[src/rtl/root_seq.sv]
`default_nettype none
// ============================================================================
// root_seq : sequential floor square/cube root, one result bit per clock.
// Optional: define ROOT_REM_EN to add the rem_bo remainder output.
// Revision: 1.0
// ============================================================================
module root_seq #(
  parameter int WIDTH = 8,
  localparam int RW = (WIDTH + 1) / 2
) (
  input  logic             clk_i,
  input  logic             rst_i,
  input  logic             start_i,
  input  logic             mode_i,
  input  logic [WIDTH-1:0] x_bi,
  output logic             busy_o,
  output logic             done_o,
  output logic [RW-1:0]    y_bo
`ifdef ROOT_REM_EN
  ,
  output logic [WIDTH-1:0] rem_bo
`endif
);

  localparam int C_N_SQ = (WIDTH + 1) / 2;
  localparam int C_N_CB = (WIDTH + 2) / 3;
  localparam int C_XW   = (2 * C_N_SQ > 3 * C_N_CB) ? 2 * C_N_SQ : 3 * C_N_CB;
  localparam int C_RMW  = WIDTH + 4;
  localparam int C_CW   = $clog2(C_N_SQ + 1);
  localparam logic [C_CW-1:0] C_LOAD_SQ = C_CW'(C_N_SQ - 1);
  localparam logic [C_CW-1:0] C_LOAD_CB = C_CW'(C_N_CB - 1);

  typedef enum logic [1:0] {
    S_IDLE = 2'd0,
    S_RUN  = 2'd1,
    S_DONE = 2'd2
  } state_t;

  state_t            r_state;
  state_t            w_state_nx;
  logic [C_XW-1:0]   r_x;
  logic              r_mode;
  logic [RW-1:0]     r_y;
  logic [C_RMW-1:0]  r_rem;
  logic [C_CW-1:0]   r_cnt;

  logic [1:0]        w_chunk2;
  logic [2:0]        w_chunk3;
  logic [C_RMW-1:0]  w_y_ext;
  logic [C_RMW-1:0]  w_rem_sh;
  logic [C_RMW-1:0]  w_trial;
  logic [C_RMW-1:0]  w_rem_nx;
  logic              w_ge;
  logic [RW-1:0]     w_y_nx;
  logic              w_accept;
  logic              w_last;

  assign busy_o   = (r_state == S_RUN);
  assign done_o   = (r_state == S_DONE);
  assign w_accept = start_i && (r_state != S_RUN);
  assign w_last   = (r_cnt == '0);

  always_ff @(posedge clk_i) begin
    if (!rst_i) begin
      r_state <= S_IDLE;
    end else begin
      r_state <= w_state_nx;
    end
  end

  always_comb begin
    w_state_nx = r_state;
    case (r_state)
      S_IDLE:  if (start_i) w_state_nx = S_RUN;
      S_RUN:   if (w_last) w_state_nx = S_DONE;
      S_DONE:  w_state_nx = start_i ? S_RUN : S_IDLE;
      default: w_state_nx = S_IDLE;
    endcase
  end

  // The counter indexes operand digits from the most significant end; the
  // operand is zero-extended so the top digit of either mode is in range.
  always_comb begin
    w_chunk2 = 2'(r_x >> (2 * r_cnt));
    w_chunk3 = 3'(r_x >> (3 * r_cnt));
    w_y_ext  = C_RMW'(r_y);
    if (r_mode) begin
      w_rem_sh = (r_rem << 3) | C_RMW'(w_chunk3);
      w_trial  = (C_RMW'(12) * w_y_ext * w_y_ext) + (C_RMW'(6) * w_y_ext) + C_RMW'(1);
    end else begin
      w_rem_sh = (r_rem << 2) | C_RMW'(w_chunk2);
      w_trial  = (w_y_ext << 2) + C_RMW'(1);
    end
    w_ge     = (w_rem_sh >= w_trial);
    w_rem_nx = w_ge ? (w_rem_sh - w_trial) : w_rem_sh;
    w_y_nx   = {r_y[RW-2:0], w_ge};
  end

  always_ff @(posedge clk_i) begin
    if (!rst_i) begin
      r_x    <= '0;
      r_mode <= 1'b0;
      r_y    <= '0;
      r_rem  <= '0;
      r_cnt  <= '0;
      y_bo   <= '0;
`ifdef ROOT_REM_EN
      rem_bo <= '0;
`endif
    end else if (w_accept) begin
      r_x    <= C_XW'(x_bi);
      r_mode <= mode_i;
      r_y    <= '0;
      r_rem  <= '0;
      r_cnt  <= mode_i ? C_LOAD_CB : C_LOAD_SQ;
    end else if (r_state == S_RUN) begin
      r_y   <= w_y_nx;
      r_rem <= w_rem_nx;
      r_cnt <= r_cnt - 1'b1;
      if (w_last) begin
        y_bo   <= w_y_nx;
`ifdef ROOT_REM_EN
        rem_bo <= w_rem_nx[WIDTH-1:0];
`endif
      end
    end
  end

endmodule
`default_nettype wire

[config.mk]
export PLATFORM = sky130hd
export DESIGN_NAME = root_seq
export DESIGN_NICKNAME = d
export VERILOG_FILES = /design/src/rtl/root_seq.sv
export SDC_FILE = /design/constraint.sdc
export NUM_CORES = 1
export LEC_CHECK = 0
export CAP_MARGIN = 0
export CORE_ASPECT_RATIO = 0.5
export CORE_MARGIN = 1
export CORE_UTILIZATION = 62
export CTS_BUF_LIST = sky130_fd_sc_hd__clkbuf_4
export CTS_CLUSTER_SIZE = 30
export DETAILED_ROUTE_END_ITERATION = 8
export GPL_TIMING_DRIVEN = 0
export PLACE_DENSITY = 0.82
export SYNTH_ARGS = -nofsm -noshare
export SYNTH_HDL_FRONTEND = slang
export SYNTH_SLANG_ARGS = --single-unit
[constraint.sdc]
create_clock -name clk_i -period 11.79 [get_ports clk_i]
set_input_delay 2.358 -clock clk_i [delete_from_list [all_inputs] [get_ports clk_i]]
set_output_delay 2.358 -clock clk_i [all_outputs]
set_load 0.02 [all_outputs]
==> run summary <==
The startpoint type of the worst setup path was a flip-flop. The largest voltage drop on the vdd net is 0.0532 mV. For this design the top-level I/O count stands at 18. The number of hold-slack violations in the final timing report was 0. After layout, the minimum clock period comes to 7.09 ns. The delay of the slowest critical-path stage is 0.61 ns, and the number of standard cells in the layout, taps in and fillers out is 472. The worst setup path is captured at a flip-flop. The design draws 336 uW. The layout overhead on the synthesized area was 9.45%. Post-CTS repair changed the size of 0 cells.

For the arrival time of the worst setup path, the log shows 7.35 ns. The tool flagged a number of max-cap violations equal to 0. Input and output buffers added on the ports amount to 17. After clock tree synthesis, the setup repair step added 0 buffers.

Routability-driven placement finished with a final weighted congestion of 0.917. The clock transition at the register clock pins on the worst setup and hold paths after CTS was 0.11 ns; the hold-fix buffer count after cts was 0. At the worst endpoint, the required time is 12.05 ns. The first global-routing pass estimated 12000 um of wire.

The leakage power summed over all cells was 0.00156 uW. Setup violations remaining at the end of the flow were counted as 0. The logs give 0 for the final number of max-transition violations and 7110 um for the routed wire length.

Across all hold checks on the routed design, the worst slack comes to 0.486 ns. Along the worst hold path, the cell count comes to 2. No sink is reached through more buffers than the 2 on the longest clock path.

The tools report the number of DRC markers after the initial detailed-route iteration as 163. For the number of CTS-inserted buffers, the log shows 5. Synthesis produced a netlist with a net count of 441. The die span in x was 103 um. The root buffer cell chosen for the clock tree is sky130_fd_sc_hd__clkbuf_4. The Yosys step of the flow raised 0 warnings.

The tools report the deepest level of the CTS H-tree as 2. Summing the sequential cell areas from Yosys gives 20.3% of the chip area. The cell with the largest stage delay on the worst path is sky130_fd_sc_hd__a2111oi_0.

Once placement completed, the tool counted placed cells totaling 465. For this design, the sink count on the clock tree is 32. The region available for standard cell placement spans 4640 sq um. The run finished with clean final reports. After global routing the overflow that remains totals 0. The register-to-register setup slack was 4.70 ns; the total buffers and inverters traversed by the critical path was 4. The first detailed-routing pass took 4 iterations. The top cell types in the final layout, fill and taps aside, are sky130_fd_sc_hd__nand2_1, sky130_fd_sc_hd__ha_1, sky130_fd_sc_hd__dfxtp_1.

Headroom to the max-slew limit came out at 49.9%. Leaving out fill and tap cells, the most frequent cell in the layout is sky130_fd_sc_hd__nand2_1. The count of cell types in the netlist is 56, and the cell area power density is 97.3 nW/um^2.

In this run the worst setup path begins at r_y[2]$_SDFFE_PP0P_. The number of enable flip-flop cells after synthesis works out to 0. Across the routed clock network, the largest skew measured is 0.0107 ns. The number of vias after detailed routing was 2789; the highest net fanout along the worst path was 10.

For the final routed DRC violation total, the log shows 0. The die covers 5390 sq um. The async set-reset flop share out of synthesis was 0%; the worst-margin pin slew was 0.745 ns. At the end of the flow, the number of nets in the layout was 465.

The via count of the first global-routing pass was 2819. The destination of the worst register-to-register timing path is r_rem[1]$_SDFFE_PP0P_. The run gives 0 as the number of antenna violations at the first check in global routing.

The fraction of layout cells with a size suffix above 1 works out to 7.39%. Setup total negative slack on the finished layout was measured at 0 ns. In this run the remaining antenna-violating nets after routing total 0.

The routed length per instance was 15.1 um. Once detailed placement completed, the half-perimeter wirelength came to 5650 um. The number of rows in the core area was 17. Walking the worst path, the cells encountered are clkbuf_1 -> inv_1 -> ha_1 -> xnor2_1 -> and2_1 -> fa_1 -> inv_1 -> fa_1 -> inv_1 -> ha_1 -> xor2_1 -> ha_1 -> nand2_1 -> o21ai_0 -> nand3_1 -> or4_1 -> a21oi_1 -> o21ai_2 -> ha_1 -> a2111oi_0 -> o211ai_2 -> nand2_4 -> mux2_2 -> a211oi_1. The path class of the tightest hold or removal check is flip-flop to flip-flop. The y dimension of the die works out to 52.4 um. The number of antenna diodes in the final layout is 0. Cell with the most instances on the worst path: sky130_fd_sc_hd__ha_1. The maximum number of pins on one net before global-route repair was 13; the area of all placed cells without fillers was 3450 sq um. Dividing the synthesized area by the synthesized cell count gives 8.25 sq um. The path with the worst hold slack has its endpoint at r_x[1]$_SDFFE_PN0P_. The worst setup path is of the flip-flop to flip-flop kind. The run gives 3400 sq um as the instance area at placement. Clock latency on the worst-skew pair, taken at its later pin, is 0.35 ns. The initial core utilization was 68.0%; the overall routing resource usage was 29.3%. Using the TritonRoute via totals, the vias-per-cell ratio works out to 5.91.

Number of cells on the worst reg-to-reg path: 24. In the synthesized netlist, the number of instances is 382. Setup repair after global routing left no endpoint under its margin. In this design, the largest share of critical-path delay is due to adder cells. The flop and latch count out of synthesis works out to 32. The startpoint of the most critical register-to-register path was r_y[2]$_SDFFE_PP0P_. TritonCTS built the clock tree. The final cycle utilization of the critical path came out at 60.1%. The run gives 141 MHz as the top achievable clock speed. The run gives 3150 sq um as the cell area after synthesis. The top flip-flop cell by instance count after synthesis was sky130_fd_sc_hd__dfxtp_1. In this run the most critical hold path is launched from r_x[1]$_SDFFE_PN0P_.
==> worst min-delay path: cells and delay by family, from the launching register on <==
kind | cells | cell delay, ns
DFF | 1 | 0.33
AOI/OAI and AO/OA | 1 | 0.07
and+or+nand+nor | 1 | 0.05
==> routing by layer <==
layer	vias up	part of all wire [%]	global-route usage, %
li1	1380	-	-
met1	1334	45	33.1
met2	60	49	56.3
met3	15	4.4	4.13
met4	0	1.8	12.0
met5	-	0	0
==> how the worst max path moves through the flow <==
stage | slack [ns] | cells past startpoint | end
2_1_floorplan | 5.61 | 23 | r_rem[5]$_SDFFE_PP0P_
3_3_place_gp | 4.93 | 24 | r_rem[5]$_SDFFE_PP0P_
3_5_place_dp | 4.79 | 24 | r_rem[5]$_SDFFE_PP0P_
4_1_cts | 4.73 | 24 | r_rem[1]$_SDFFE_PP0P_
5_1_grt | 4.16 | 24 | r_rem[1]$_SDFFE_PP0P_
6_report | 4.70 | 24 | r_rem[1]$_SDFFE_PP0P_
==> area by class of cell <==
class / count / area [sq um]
buffer: 16 / 71.3
clock buffer: 5 / 37.5
clock inverter: 2 / 7.51
fill: 383 / 1190
inverter: 25 / 93.8
multi-input combinational: 309 / 2350
sequential: 32 / 641
tap: 66 / 82.6
timing repair buffer: 17 / 170
==> logic make-up (layout without fill, tap and decap cells) <==
group                      after synthesis  after routing  synth area share [%]
AOI/OAI and AO/OA                       91             91                  19.7
xor gates and xnor gates                20             20                  5.80
adders and majority gates               47             47                  21.0
buffers and inverters                   41             65                  5.24
DFF                                     32             32                  20.3
muxes                                   24             24                  8.06
and+or+nand+nor                        127            127                  19.8
==> through the flow <==
step	util [%]	worst slack (ns)
6_report	74.4	4.70
5_1_grt	74.4	4.16
4_1_cts	74.4	4.73
3_5_place_dp	73.4	4.79
3_3_place_gp	73.4	4.93
2_1_floorplan	-	5.61
==> cell usage after synthesis, types with 3 or more instances <==
library cell | instances | share of area [%]
sky130_fd_sc_hd__nor2b_1 | 6 | 1.2
sky130_fd_sc_hd__buf_1 | 3 | 0.36
sky130_fd_sc_hd__ha_1 | 37 | 15
sky130_fd_sc_hd__fa_1 | 10 | 6.4
sky130_fd_sc_hd__and2_1 | 11 | 2.2
sky130_fd_sc_hd__a211oi_1 | 7 | 1.7
sky130_fd_sc_hd__or3_1 | 3 | 0.60
sky130_fd_sc_hd__mux2i_1 | 13 | 4.1
sky130_fd_sc_hd__nor3_1 | 4 | 0.64
sky130_fd_sc_hd__xor2_1 | 12 | 3.3
sky130_fd_sc_hd__nor2_1 | 18 | 2.1
sky130_fd_sc_hd__nand3_1 | 7 | 1.1
sky130_fd_sc_hd__clkbuf_1 | 9 | 1.1
sky130_fd_sc_hd__a21oi_1 | 21 | 3.3
sky130_fd_sc_hd__and3_1 | 5 | 0.99
sky130_fd_sc_hd__mux2_2 | 11 | 3.9
sky130_fd_sc_hd__dfxtp_1 | 32 | 20
sky130_fd_sc_hd__xnor2_1 | 7 | 1.9
sky130_fd_sc_hd__inv_1 | 25 | 3.0
sky130_fd_sc_hd__o21ai_0 | 12 | 1.9
sky130_fd_sc_hd__o21a_1 | 5 | 1.2
sky130_fd_sc_hd__a21o_1 | 8 | 1.9
sky130_fd_sc_hd__nand2_1 | 52 | 6.2
sky130_fd_sc_hd__buf_2 | 3 | 0.48
sky130_fd_sc_hd__nand2b_1 | 11 | 2.2
sky130_fd_sc_hd__a31oi_1 | 4 | 0.79
sky130_fd_sc_hd__a21boi_0 | 11 | 2.6
==> where the power goes <==
| group | leakage [uW] | total (uW) | internal [uW] | switching (uW) |
|---|---|---|---|---|
| logic | 0.00127 | 155 | 67.6 | 87.2 |
| registers | 0.000261 | 121 | 116 | 5.47 |
| clock network | 0.0000261 | 59.9 | 20.8 | 39.1 |
==> sequential cells by signal (all words and copies together) (netlist names) <==
signal   cells
r_cnt        3
r_mode       1
r_rem       10
r_state      2
r_x          8
r_y          4
y_bo         4
Power figures use the tool's default switching activity.
